<file path="src/rtl/slice_ctrl_pkg.sv">
// slice_ctrl_pkg
// Shared types and constants for the arithmetic-slice sequencer.
//   op_e        : command operation encoding (matches cmd_op)
//   state_e     : sequencer FSM states
//   SEL_IDLE    : slice select value while no word is in flight
//   SEL_TABLE   : slice select value for each operation, indexed by op_e
//   carry_init  : carry-in applied to the first word of a command
//   op_chains   : whether an operation propagates carry between words
package slice_ctrl_pkg;

  typedef enum logic [1:0] {
    OP_ADD    = 2'b00,
    OP_SUB    = 2'b01,
    OP_PASS_A = 2'b10,
    OP_XOR    = 2'b11
  } op_e;

  typedef enum logic [1:0] {
    ST_IDLE = 2'b00,
    ST_LOAD = 2'b01,
    ST_EVAL = 2'b10,
    ST_OUT  = 2'b11
  } state_e;

  localparam logic [3:0] SEL_IDLE = 4'b0000;

  // SUB reuses the adder select; subtraction is a + ~b + 1.
  localparam logic [3:0] SEL_TABLE [4] = '{
    4'b0101,  // OP_ADD
    4'b0101,  // OP_SUB
    4'b1000,  // OP_PASS_A
    4'b0010   // OP_XOR
  };

  // The +1 of two's-complement subtraction enters through the first carry-in.
  function automatic logic carry_init(input op_e op);
    return (op == OP_SUB);
  endfunction

  function automatic logic op_chains(input op_e op);
    return (op == OP_ADD) || (op == OP_SUB);
  endfunction

endpackage

</file>
<file path="src/rtl/slice_seq_ctrl.sv">
// slice_seq_ctrl
// Sequences a multi-word command through an external, purely combinational
// 4-bit arithmetic slice: one operand word per pass, carry chained between
// words, each result registered and offered on a valid/ready stream.
//
// Ports
//   clk, rst_n                 clock (rising edge), async active-low reset
//   cmd_valid/cmd_ready        command handshake (ready only while idle)
//   cmd_op, cmd_len            operation and word count minus one
//   opd_valid/opd_ready        operand word handshake (ready only in LOAD)
//   opd_a, opd_b               operand words, least-significant word first
//   sl_a, sl_b, sl_sel, sl_cin registered drive into the slice
//   sl_sum, sl_cout            slice outputs, sampled after settling
//   res_valid/res_ready        result word handshake
//   res_data, res_cout         registered slice result and carry-out
//   res_zero                   all result words of the command so far are zero
//   res_last                   final word of the command
//   busy                       sequencer not idle
module slice_seq_ctrl
  import slice_ctrl_pkg::*;
#(
  parameter int LEN_W      = 4,
  parameter int SETTLE_CYC = 1   // legal range 1..7
) (
  input  logic             clk,
  input  logic             rst_n,
  input  logic             cmd_valid,
  output logic             cmd_ready,
  input  logic [1:0]       cmd_op,
  input  logic [LEN_W-1:0] cmd_len,
  input  logic             opd_valid,
  output logic             opd_ready,
  input  logic [3:0]       opd_a,
  input  logic [3:0]       opd_b,
  output logic [3:0]       sl_a,
  output logic [3:0]       sl_b,
  output logic [3:0]       sl_sel,
  output logic             sl_cin,
  input  logic [3:0]       sl_sum,
  input  logic             sl_cout,
  output logic             res_valid,
  input  logic             res_ready,
  output logic [3:0]       res_data,
  output logic             res_cout,
  output logic             res_zero,
  output logic             res_last,
  output logic             busy
);

  localparam logic [2:0] SETTLE_INIT = 3'(SETTLE_CYC - 1);

  state_e           state_q, state_d;
  op_e              op_q;
  logic [LEN_W-1:0] len_q;
  logic [LEN_W-1:0] cnt_q;
  logic             carry_q;
  logic             zero_acc_q;
  logic [2:0]       settle_q;
  logic [3:0]       sl_a_q, sl_b_q, sl_sel_q;
  logic             sl_cin_q;
  logic [3:0]       res_data_q;
  logic             res_cout_q, res_zero_q, res_last_q;
  logic             zero_next;

  // State register
  always_ff @(posedge clk or negedge rst_n) begin
    if (!rst_n) state_q <= ST_IDLE;
    else        state_q <= state_d;
  end

  // Next-state logic
  always_comb begin
    state_d = state_q;
    unique case (state_q)
      ST_IDLE: if (cmd_valid)          state_d = ST_LOAD;
      ST_LOAD: if (opd_valid)          state_d = ST_EVAL;
      ST_EVAL: if (settle_q == 3'd0)   state_d = ST_OUT;
      ST_OUT:  if (res_ready)          state_d = res_last_q ? ST_IDLE : ST_LOAD;
      default:                         state_d = ST_IDLE;
    endcase
  end

  // Handshake outputs are pure functions of state, so cmd_ready and
  // opd_ready can never be high together.
  always_comb begin
    cmd_ready = (state_q == ST_IDLE);
    opd_ready = (state_q == ST_LOAD);
    res_valid = (state_q == ST_OUT);
    busy      = (state_q != ST_IDLE);
  end

  assign zero_next = zero_acc_q & (sl_sum == 4'd0);

  // Command context, slice drive and result registers
  always_ff @(posedge clk or negedge rst_n) begin
    if (!rst_n) begin
      op_q       <= OP_ADD;
      len_q      <= '0;
      cnt_q      <= '0;
      carry_q    <= 1'b0;
      zero_acc_q <= 1'b0;
      settle_q   <= 3'd0;
      sl_a_q     <= 4'd0;
      sl_b_q     <= 4'd0;
      sl_sel_q   <= SEL_IDLE;
      sl_cin_q   <= 1'b0;
      res_data_q <= 4'd0;
      res_cout_q <= 1'b0;
      res_zero_q <= 1'b0;
      res_last_q <= 1'b0;
    end else begin
      unique case (state_q)
        ST_IDLE: begin
          if (cmd_valid) begin
            op_q       <= op_e'(cmd_op);
            len_q      <= cmd_len;
            cnt_q      <= '0;
            zero_acc_q <= 1'b1;
            carry_q    <= carry_init(op_e'(cmd_op));
          end
        end
        ST_LOAD: begin
          if (opd_valid) begin
            sl_a_q   <= opd_a;
            sl_b_q   <= (op_q == OP_SUB) ? ~opd_b : opd_b;
            sl_sel_q <= SEL_TABLE[op_q];
            sl_cin_q <= carry_q;
            settle_q <= SETTLE_INIT;
          end
        end
        ST_EVAL: begin
          if (settle_q == 3'd0) begin
            res_data_q <= sl_sum;
            res_cout_q <= sl_cout;
            zero_acc_q <= zero_next;
            res_zero_q <= zero_next;
            // Compare before any increment so len = all-ones never wraps.
            res_last_q <= (cnt_q == len_q);
          end else begin
            settle_q <= settle_q - 3'd1;
          end
        end
        ST_OUT: begin
          if (res_ready) begin
            carry_q <= op_chains(op_q) ? res_cout_q : 1'b0;
            if (res_last_q) begin
              sl_a_q   <= 4'd0;
              sl_b_q   <= 4'd0;
              sl_sel_q <= SEL_IDLE;
              sl_cin_q <= 1'b0;
            end else begin
              cnt_q <= cnt_q + LEN_W'(1);
            end
          end
        end
        default: ;
      endcase
    end
  end

  assign sl_a     = sl_a_q;
  assign sl_b     = sl_b_q;
  assign sl_sel   = sl_sel_q;
  assign sl_cin   = sl_cin_q;
  assign res_data = res_data_q;
  assign res_cout = res_cout_q;
  assign res_zero = res_zero_q;
  assign res_last = res_last_q;

endmodule

</file>
<file path="config.mk">
export PLATFORM = sky130hd
export DESIGN_NAME = slice_seq_ctrl
export DESIGN_NICKNAME = d
export VERILOG_FILES = /design/src/rtl/slice_ctrl_pkg.sv /design/src/rtl/slice_seq_ctrl.sv
export SDC_FILE = /design/constraint.sdc
export NUM_CORES = 1
export LEC_CHECK = 0
export ABC_AREA = 1
export CORE_ASPECT_RATIO = 0.9
export CORE_UTILIZATION = 43
export CTS_CLUSTER_DIAMETER = 80
export CTS_CLUSTER_SIZE = 10
export DETAILED_ROUTE_END_ITERATION = 10
export PLACE_DENSITY = 0.75
export REMOVE_ABC_BUFFERS = 1
export SLEW_MARGIN = 20
export SYNTH_ARGS = -nofsm -noshare
export SYNTH_HDL_FRONTEND = slang
export SYNTH_SLANG_ARGS = --single-unit
</file>
<file path="constraint.sdc">
create_clock -name clk -period 1.4 [get_ports clk]
set_input_delay 0.28 -clock clk [delete_from_list [all_inputs] [get_ports clk]]
set_output_delay 0.28 -clock clk [all_outputs]
set_load 0.005 [all_outputs]
</file>
After elaboration in Yosys (flattened, before gate mapping)
Cells that the tools add are included.
{"block": "totals", "reg_bits": 37, "inputBits": 24, "elab_cells": 88}
{"block": "op_classes", "addsub": 2, "magnitude_cmp": 1, "n_eq_ne": 13, "n_mux": 36, "n_bitwise": 3, "n_reduce_logical": 18}
{"cell": "two-way mux 4 bit", "n": 11}
{"cell": "one-hot mux 4 bit (2 select lines)", "n": 4}
{"cell": "AND reduction 4 bit", "n": 3}
{"cell": "!= test 2 bit, second input constant", "n": 5}
{"cell": "nonzero test 2 bit", "n": 5}
{"cell": "two-way mux 1 bit", "n": 9}
{"cell": "AND reduction 3 bit", "n": 3}
{"cell": "binary-select mux 4 bit (select 2 bit)", "n": 1}
{"cell": "two-way mux 2 bit", "n": 4}
{"cell": "one-hot mux 2 bit (4 select lines)", "n": 1}
{"cell": "equality test 2 x 1 -> 1 bit, second input constant", "n": 3}
{"cell": "two-way mux 3 bit", "n": 2}
{"cell": "one-hot mux 1 bit (2 select lines)", "n": 3}
{"cell": "one-hot mux 3 bit (2 select lines)", "n": 1}
{"cell": "adder 4 x 1 -> 4 bit, second input constant", "n": 1}
{"cell": "equality test 2 bit, second input constant", "n": 2}
{"cell": "equality test 4 bit", "n": 1}
{"cell": "logical NOT 2 bit", "n": 2}
{"cell": "logical NOT 4 bit", "n": 1}
{"cell": "!= test 2 x 1 -> 1 bit, second input constant", "n": 2}
{"cell": "inverter 4 bit", "n": 1}
{"cell": "AND reduction 2 bit", "n": 2}
{"cell": ">= comparator 3 bit, second input constant", "n": 1}
{"cell": "logical NOT 3 bit", "n": 1}
{"cell": "4 further kinds", "n": 4}

Logic depth before layout (Yosys ltp)
Gate-level depths: netlist of run 1.
{"block": "depth", "ltp_word": 6, "mapped_depth": 10}

Worst setup path after synthesis of run 1
Ideal clock, no wire load.
{"block": "synth_timing", "path_kind": "register to register", "from": "reg state_q[0]", "to": "reg sl_sel_q[2], in the netlist sl_sel[2]", "arrival_time_ns": 1.300, "required_time_ns": 1.283, "path_slack_ns": -0.017, "stages_incl_launch_ff": 9, "synth_period_minus_slack_ns": 1.417, "path_cell_list": "dfrtp_1 -> ha_1 -> nand2_1 -> nand2_1 -> nor2_4 -> inv_2 -> buf_6 -> nand2_1 -> nand2_1"}
{"block": "synth_between", "elab_chain_len": 3}
{"element": "start: declaration", "line_no": "slice_seq_ctrl.sv:52", "text": "state_e state_q, state_d;"}
{"element": "start signal: assignment", "line_no": "slice_seq_ctrl.sv:68", "text": "else state_q <= state_d;"}
{"element": "equality test 2 bit (*)"}
{"element": "via res_valid", "line_no": "slice_seq_ctrl.sv:41", "text": "output logic res_valid,"}
{"element": "!= test 2 x 1 -> 1 bit (no line) or nonzero test 2 bit (tied branches)"}
{"element": "AND reduction 4 bit (no line)"}
{"element": "end signal: assignment", "line_no": "slice_seq_ctrl.sv:126", "text": "sl_sel_q <= SEL_TABLE[op_q];"}
{"element": "end: declaration", "line_no": "slice_seq_ctrl.sv:59", "text": "logic [3:0] sl_a_q, sl_b_q, sl_sel_q;"}
Mark *: on every way through the listed nets, which the timed path passes. The rest lies on a longest branch.
A chain may end at the register's enable or synchronous reset.

Worst setup path after layout of run 1
{"block": "layout_timing", "from": "reg state_q[1]", "to": "reg sl_sel_q[3], in the netlist sl_sel[3]"}
{"block": "layout_between", "elab_chain_len": 3}
{"element": "equality test 2 bit or equality test 2 x 1 -> 1 bit (tied branches)", "line_no": "slice_seq_ctrl.sv:112", "text": "unique case (state_q)"}
{"element": "!= test 2 x 1 -> 1 bit (no line) (tied with other cells)"}
{"element": "AND reduction 4 bit (no line)"}
Several ways; a longest one is shown, not always the timed one.

==> summary.md, run 1 <==
| Metric | Value |
|---|---|
| Critical Path Start Type | `flip-flop` |
| Estimated wirelength of the detail-placed design | `~3000 µm` |
| Die height | `63.6 µm` |
| Yosys warnings | `0` |
| Number of hold-slack violations in the final timing report | `0` |
| Top cell type by total area after synthesis | `sky130_fd_sc_hd__dfrtp_1` |
| Total inserted antenna cells | `0` |
| Layout cells sized above 1 | `0.337` |
| Starting density of the core | `0.446` |
| Clock Path Buffers | `2` |
| Total global-route track usage | `0.232` |
| Number of antenna-violating nets in the routed design | `0` |
| Final-report max-slew violation count | `0` |
| Worst path cell trace | `inv_2 > buf_6 > ha_4 > buf_6 > inv_4 > nand2_2 > nand2_2 > nor2_4 > buf_6 > nand3_2 > nand2_1` |
| Maximum level of the CTS H-tree | `2` |
| Detailed-route wire length | `about 5300 µm` |
| Power share of the clock group | `0.115` |
| Delay contributed by the slowest stage of the critical path | `approximately 0.44 ns` |
| Wire length of the first global-routing pass | `between 7000 and 8000 µm` |
| Die area | `4490 µm²` |
| Avg Synthesized Cell Area | `slightly below 8 µm²` |
| Post-layout minimum cycle time | `1.56 ns` |
| Clock-pin slew of the registers on the worst-case setup and hold paths | `about 0.07 ns` |
| Synth-to-layout area growth | `69.2%` |
| Failing checks | `DRC, setup timing` |
| Clock sinks | `36` |
| Top area cells in the synthesized netlist | `sky130_fd_sc_hd__dfrtp_1 (50%), sky130_fd_sc_hd__nand2_1 (19%), sky130_fd_sc_hd__inv_1 (5.2%)` |
| Most common cell type on the critical path | `sky130_fd_sc_hd__buf_6` |
| DRC Markers | `12` |
| Antenna violations before repair | `0` |
| CP arrival | `approximately 1.8 ns` |
| Met1 Wirelength | `approximately 2100 µm` |
| Power spent charging and discharging nets | `approximately 2800 µW` |
| Flip-flop and latch count after synthesis | `36` |
| Count of flip-flops with a built-in enable after synthesis | `0` |
| Number of global-route vias before repair | `about 1.7k` |
| Endpoints failing setup | `30` |
| Setup ws final | `-0.165 ns` |
| DIE WIDTH | `70.5 µm` |
| Final Total Pwr | `6810 µW` |
| TritonCTS clock tree | `built` |
| Maxcap violations | `0` |
| Via count | `around 1.9k` |
| Hold Path Class | `input pin to async pin` |
| Cell count after synthesis | `around 240` |
| TritonCTS Buffers | `5` |
| Worst VDD drop | `around 0.0016 V` |
| First drt pass iteration count | `7` |
| Unrepaired setup endpoints after global routing | `yes` |
| Num rows | `22` |
| Critical path fanouts, max | `7` |
| Clk Tree Root Cell | `sky130_fd_sc_hd__clkbuf_8` |
| Pre-CTS setup slack | `-0.127 ns` |
| Post-layout net count | `approximately 360` |
| Critical path capture point type | `flip-flop` |
| Number of port buffers | `47` |
| Cell types with the highest counts after synthesis | `sky130_fd_sc_hd__nand2_1 (92), sky130_fd_sc_hd__dfrtp_1 (36), sky130_fd_sc_hd__inv_1 (25)` |
| Share of the synthesized area in the top cell type | `0.496` |
| Length of routed met3 wiring | `~340 µm` |
| Relative contribution of sequential cells to total power | `0.255` |
| WL met2 | `2710 µm` |
| Status | `finished with violations` |
| Leakage power figure | `0.00159 µW` |
| Final Instance Area | `a little over 3000 µm²` |
| Pin count of the biggest net entering global routing | `37` |
| Required time of the worst setup path | `approximately 1.6 ns` |
| Highest clock frequency the design can meet | `roughly 0.64 GHz` |
| Syn Std Cell Area | `between 1500 and 2000 µm²` |
| Worst Path Class, Setup | `flip-flop to flip-flop` |
| Dpl cell area | `approximately 2500 µm²` |
| Tightest Pin Transition | `between 0.3 and 0.4 ns` |
| Overflow left after global routing | `0` |
| # IOs | `48` |
| Via density per instance | `4.97` |
| Fraction of power consumed by combinational cells | `0.629` |
| Core Area | `just over 4000 µm²` |
| Internal power | `between 3000 and 4000 µW` |
| Largest clock skew in the final design | `between 0.003 and 0.004 ns` |
| Placer congestion estimate | `just over 0.8` |
| Starting DRT DRC Count | `between 100 and 150` |
| Average routed wire per standard cell | `14.2 µm` |
| Clk_lat worst skew | `around 0.29 ns` |
| Leading register cell type out of synthesis | `sky130_fd_sc_hd__dfrtp_1` |
| Cell area power density | `roughly 2200 nW/µm²` |
| Switching portion of total power | `0.416` |
| Final clock period utilization by the worst path | `1.12` |
| Portion of the post-synthesis area used by sequential elements | `0.496` |
| FFs w/ async S/R, synth | `1.00` |
| Max-slew headroom | `0.788` |
| Most frequent cell after synthesis | `sky130_fd_sc_hd__nand2_1` |
| Top layer used by detailed routing | `met4` |
| Distinct cell type count of the synthesized netlist | `19` |
| Critical path's slowest cell | `sky130_fd_sc_hd__dfrtp_2` |
| Final worst hold slack | `0.354 ns` |
-- per-stage QoR --
stage / utilization / setup TNS (ns) / std cells
floorplan: - / -1.13 / 230
global placement: 0.603 / -1.59 / 343
detailed placement: 0.603 / -2.38 / 343
CTS: 0.696 / -2.03 / 369
global route: 0.754 / -4.99 / 377
finish: 0.754 / -3.12 / 377
-- power groups by stage --
stage | sequential, µW | combinational [µW] | clock, µW
after floorplan | 1700 | 1440 | 0
after global placement | 1710 | 2750 | 0
after detailed placement | 1710 | 2840 | 0
after CTS | 1700 | 3520 | 802
after global routing | 1780 | 4660 | 851
final | 1740 | 4280 | 786
-- what timing repair did --
action,in CTS,in global routing
hold buffers,0,0
pin swaps,21,16
buffers inserted,19,7
setup endpoints to repair,50,40
gates cloned,0,1
resized for setup,96,56
-- critical path: cells and delay by family (launching register included) --
family / cells / cell delay, ns
adder cells (fa/ha/maj): 1 / 0.13
buffers and inverters: 5 / 0.52
flip-flops: 1 / 0.44
AND/OR/NAND/NOR: 5 / 0.40
-- placed cells by master (no fill, tap or decap) --
master,n
sky130_fd_sc_hd__inv_6,1
sky130_fd_sc_hd__clkinvlp_4,1
sky130_fd_sc_hd__nand2_1,74
sky130_fd_sc_hd__nand3_1,9
sky130_fd_sc_hd__inv_1,19
sky130_fd_sc_hd__clkdlybuf4s50_1,23
sky130_fd_sc_hd__ha_1,3
sky130_fd_sc_hd__dfrtp_1,34
sky130_fd_sc_hd__nor2_1,17
sky130_fd_sc_hd__inv_4,5
sky130_fd_sc_hd__nand4_1,2
sky130_fd_sc_hd__nand2_2,11
sky130_fd_sc_hd__buf_6,20
sky130_fd_sc_hd__dfrtp_2,2
sky130_fd_sc_hd__mux2_4,2
sky130_fd_sc_hd__o21ai_0,1
sky130_fd_sc_hd__o211ai_1,1
sky130_fd_sc_hd__o21ai_1,8
sky130_fd_sc_hd__nor2_2,1
sky130_fd_sc_hd__ha_4,4
sky130_fd_sc_hd__a21oi_1,5
sky130_fd_sc_hd__nor2_4,6
sky130_fd_sc_hd__xnor2_1,1
sky130_fd_sc_hd__nand3_2,8
sky130_fd_sc_hd__inv_2,2
sky130_fd_sc_hd__o21ai_2,5
sky130_fd_sc_hd__clkbuf_8,6
sky130_fd_sc_hd__clkbuf_1,1
sky130_fd_sc_hd__buf_2,1
sky130_fd_sc_hd__nand2_8,1
sky130_fd_sc_hd__buf_8,2
sky130_fd_sc_hd__dlygate4sd2_1,20
sky130_fd_sc_hd__buf_12,1
sky130_fd_sc_hd__buf_4,24
sky130_fd_sc_hd__nand2_4,8
-- worst paths after layout --
kind                            start          to  slack, ns  cells after the start
setup / recovery           state_q[1]   sl_sel[3]      -0.16                     11
hold / removal                  rst_n     sl_a[0]       0.35                      2
setup reg to reg           state_q[1]   sl_sel[3]      -0.16                     11
hold reg to reg            zero_acc_q  zero_acc_q       0.48                      2
max in group asynchronous       rst_n  state_q[1]       0.85                      2
min in group clk           zero_acc_q  zero_acc_q       0.48                      2
-- layer usage --
metal / track usage / up-vias
li1: - / 919
met4: 0.0587 / 0
met5: 0 / -
met1: 0.272 / 877
met3: 0.0752 / 16
met2: 0.408 / 62
-- kinds of logic after synthesis --
| group | count (synthesis) | synth area share |
|---|---|---|
| xor+xnor | 1 | 0.00483 |
| compound gates | 20 | 0.0565 |
| flops | 36 | 0.496 |
| fa+ha+maj | 7 | 0.0482 |
| mux | 2 | 0.0124 |
| buf+inv | 32 | 0.0772 |
| simple gates | 137 | 0.305 |
-- flip-flops by register name (all words and copies together) (netlist names) --
signal	cells
state_q	2
res_cout	1
zero_acc_q	1
cnt_q	4
sl_cin	1
res_zero	1
sl_a	4
carry_q	1
len_q	4
res_last	1
sl_sel	3
res_data	4
op_q	2
settle_q	3
sl_b	4
-- area by class of cell --
type                       instances  area [µm²]
multi-input combinational        167        1030
fill                             290        1000
sequential                        36         903
timing repair buffer              91         866
inverter                          27         119
clock buffer                       7        86.3
tap                               48        60.1
clock inverter                     1        7.51
(Power assumes the default switching activity.)
==> run 2: changes to the inputs <==
--- a/config.mk
+++ b/config.mk
@@ -6,6 +6,7 @@
 export NUM_CORES = 1
 export LEC_CHECK = 0
 export ABC_AREA = 1
+export CAP_MARGIN = 20
 export CORE_ASPECT_RATIO = 0.9
 export CORE_UTILIZATION = 43
 export CTS_CLUSTER_DIAMETER = 80
@@ -17,3 +18,4 @@
 export SYNTH_ARGS = -nofsm -noshare
 export SYNTH_HDL_FRONTEND = slang
 export SYNTH_SLANG_ARGS = --single-unit
+export TNS_END_PERCENT = 50
==> run 2 against run 1 <==
The run still ends with DRC, setup timing left. Final cell count shrank 3.7%. Routed wire length decreased by 8.4%. Global-route usage shrank 0.71 points. Non-clock buffer count decreased by 14. Worst hold slack got worse by 0.0021 ns. First-iteration DRC count decreased by 37%. Largest cell class unchanged.
==> summary.md, run 2 (synthesized netlist as in run 1, its figures left out) <==
| Metric | Value |
|---|---|
| Status | `finished with violations` |
| Failing checks | `DRC, setup timing` |
| Placer congestion estimate | `around 0.81` |
| Number of hold-slack violations in the final timing report | `0` |
| TritonCTS Buffers | `5` |
| Fin cells | `363` |
| Maximum level of the CTS H-tree | `2` |
| Detailed-route wire length | `roughly 5000 µm` |
| Antenna violations before repair | `0` |
| Number of global-route vias before repair | `around 1.7k` |
| Clk_lat worst skew | `~0.29 ns` |
| Number of antenna-violating nets in the routed design | `0` |
| Hold Path Class | `input pin to async pin` |
| TritonCTS clock tree | `built` |
| Relative contribution of sequential cells to total power | `0.273` |
| Starting DRT DRC Count | `85` |
| Leakage power figure | `around 0.0015 µW` |
| Clock Path Buffers | `2` |
| Setup ws final | `-0.156 ns` |
| Reg2reg start | `state_q[0]` |
| Estimated wirelength of the detail-placed design | `approximately 3000 µm` |
| Worst setup startpoint | `state_q[0]` |
| Final clock period utilization by the worst path | `1.11` |
| Clk Tree Root Cell | `sky130_fd_sc_hd__clkbuf_8` |
| Maxcap violations | `0` |
| Highest clock frequency the design can meet | `0.642 GHz` |
| Critical path capture point type | `output pin` |
| Power share of the clock group | `0.124` |
| Cell area power density | `~2200 nW/µm²` |
| Post-layout minimum cycle time | `about 1.6 ns` |
| Commonest non-fill, non-tap cell in the layout | `sky130_fd_sc_hd__nand2_1` |
| Tightest Pin Transition | `slightly above 0.3 ns` |
| Worst Path Class, Setup | `flip-flop to output pin` |
| Final Instance Area | `2890 µm²` |
| Area used by multi-input combinational logic | `between 900 and 1000 µm²` |
| Endpoints failing setup | `29` |
| Layout cells sized above 1 | `0.273` |
| Largest clock skew in the final design | `0.00541 ns` |
| Clock-pin slew of the registers on the worst-case setup and hold paths | `0.07 ns` |
| Final-report max-slew violation count | `0` |
| Critical Path Start Type | `flip-flop` |
| Number of filler instances in the final layout | `~320` |
| DIE WIDTH | `~70 µm` |
| First drt pass iteration count | `7` |
| Core Area | `about 4000 µm²` |
| Pin count of the biggest net entering global routing | `37` |
| Most frequent cells in the layout | `sky130_fd_sc_hd__nand2_1 (79), sky130_fd_sc_hd__dfrtp_1 (34), sky130_fd_sc_hd__clkdlybuf4s50_1 (23)` |
| Total global-route track usage | `0.225` |
| Switching portion of total power | `0.418` |
| Dpl cell area | `around 2500 µm²` |
| Overflow left after global routing | `0` |
| Max-slew headroom | `0.794` |
| DRC Markers | `12` |
| Die area | `between 4000 and 5000 µm²` |
| Fraction of power consumed by combinational cells | `0.603` |
| Starting density of the core | `0.446` |
| Die height | `between 60 and 70 µm` |
| Wire length of the first global-routing pass | `7710 µm` |
| Synth-to-layout area growth | `59.2%` |
| Unrepaired setup endpoints after global routing | `yes` |
| Internal power | `~3700 µW` |
| Power spent charging and discharging nets | `2640 µW` |
| Via count | `around 1.8k` |
| Area taken by flip-flops and latches | `~900 µm²` |
| Worst VDD drop | `between 0.001 and 0.0015 V` |
| Placed Cells | `between 300 and 400` |
| Required time of the worst setup path | `~1.1 ns` |
| CP arrival | `around 1.3 ns` |
| Total inserted antenna cells | `0` |
| Clock sinks | `36` |
| Post-layout net count | `~350` |
| Average routed wire per standard cell | `roughly 13 µm` |
| Number of port buffers | `between 40 and 50` |
| Via density per instance | `4.93` |
| Num rows | `22` |
| # IOs | `48` |
| Critical path fanouts, max | `4` |
run 2: cell types whose count changed in the layout (fill, tap and decap cells not counted), sizes merged:
cell	change
buf	-14
run 2: worst max-delay path, cell delays in order (launching register included):
cell and delay (ns):
sky130_fd_sc_hd__dfrtp_2 0.45, sky130_fd_sc_hd__buf_6 0.14, sky130_fd_sc_hd__ha_4 0.15, sky130_fd_sc_hd__buf_4 0.13
sky130_fd_sc_hd__buf_2 0.11
run 2: metrics by stage:
| step | util | setup TNS (ns) | power [µW] | hold WS (ns) | setup slack, ns |
|---|---|---|---|---|---|
| 6_report | 0.709 | -2.57 | 6330 | 0.352 | -0.156 |
| 5_1_grt | 0.709 | -4.44 | 6790 | 0.352 | -0.210 |
| 4_1_cts | 0.677 | -2.05 | 5830 | 0.353 | -0.126 |
| 3_5_place_dp | 0.603 | -2.38 | 4550 | 0.468 | -0.127 |
| 3_3_place_gp | 0.603 | -1.59 | 4450 | 0.463 | -0.102 |
| 2_1_floorplan | - | -1.13 | 3130 | -0.0156 | -0.0924 |
run 2: what timing repair did:
item                                    4_1_cts  5_1_grt
pin swaps                                    16       16
hold buffers                                  0        0
buffers inserted                             10        2
endpoints found under the hold margin         0        0
resized for setup                            90       36
endpoints found under the setup margin       50       40
run 2: final timing paths:
kind | endpoint | slack, ns | depth (start not counted)
setup / recovery | opd_ready | -0.16 | 4
hold / removal | sl_a[0] | 0.35 | 2
setup reg to reg | sl_sel[3] | -0.15 | 9
hold reg to reg | settle_q[0] | 0.48 | 1
max in group asynchronous | state_q[1] | 0.84 | 2
min in group clk | settle_q[0] | 0.48 | 1
run 2: power by group through the flow:
| stage | combinational, µW | sequential [µW] | clock [µW] |
|---|---|---|---|
| after global routing | 4170 | 1780 | 847 |
| after detailed placement | 2840 | 1710 | 0 |
| after floorplan | 1440 | 1700 | 0 |
| final | 3810 | 1730 | 782 |
| after global placement | 2750 | 1710 | 0 |
| after CTS | 3330 | 1710 | 802 |
run 2: metal layers:
| layer | part of all wire | GRT usage |
|---|---|---|
| met2 | 0.49 | 0.397 |
| met5 | 0 | 0 |
| met4 | 0.019 | 0.0459 |
| met1 | 0.43 | 0.265 |
| met3 | 0.054 | 0.0752 |
run 2: final cells by class:
type / instances / share of cell area
Tap cell: 48 / 0.0208
Clock buffer: 7 / 0.0299
Inverter: 27 / 0.0411
Sequential cell: 36 / 0.313
Timing Repair Buffer: 77 / 0.252
Multi-Input combinational cell: 167 / 0.341
Clock inverter: 1 / 0.00260
==> run 3: changes to the inputs <==
--- a/config.mk
+++ b/config.mk
@@ -6,12 +6,13 @@
 export NUM_CORES = 1
 export LEC_CHECK = 0
 export ABC_AREA = 1
-export CAP_MARGIN = 20
+export CAP_MARGIN = 0
 export CORE_ASPECT_RATIO = 0.9
 export CORE_UTILIZATION = 43
 export CTS_CLUSTER_DIAMETER = 80
 export CTS_CLUSTER_SIZE = 10
 export DETAILED_ROUTE_END_ITERATION = 10
+export HOLD_SLACK_MARGIN = 0.06
 export PLACE_DENSITY = 0.75
 export REMOVE_ABC_BUFFERS = 1
 export SLEW_MARGIN = 20
==> results of run 3 <==
Final layout, timing and power as in run 2 (identical DEF).
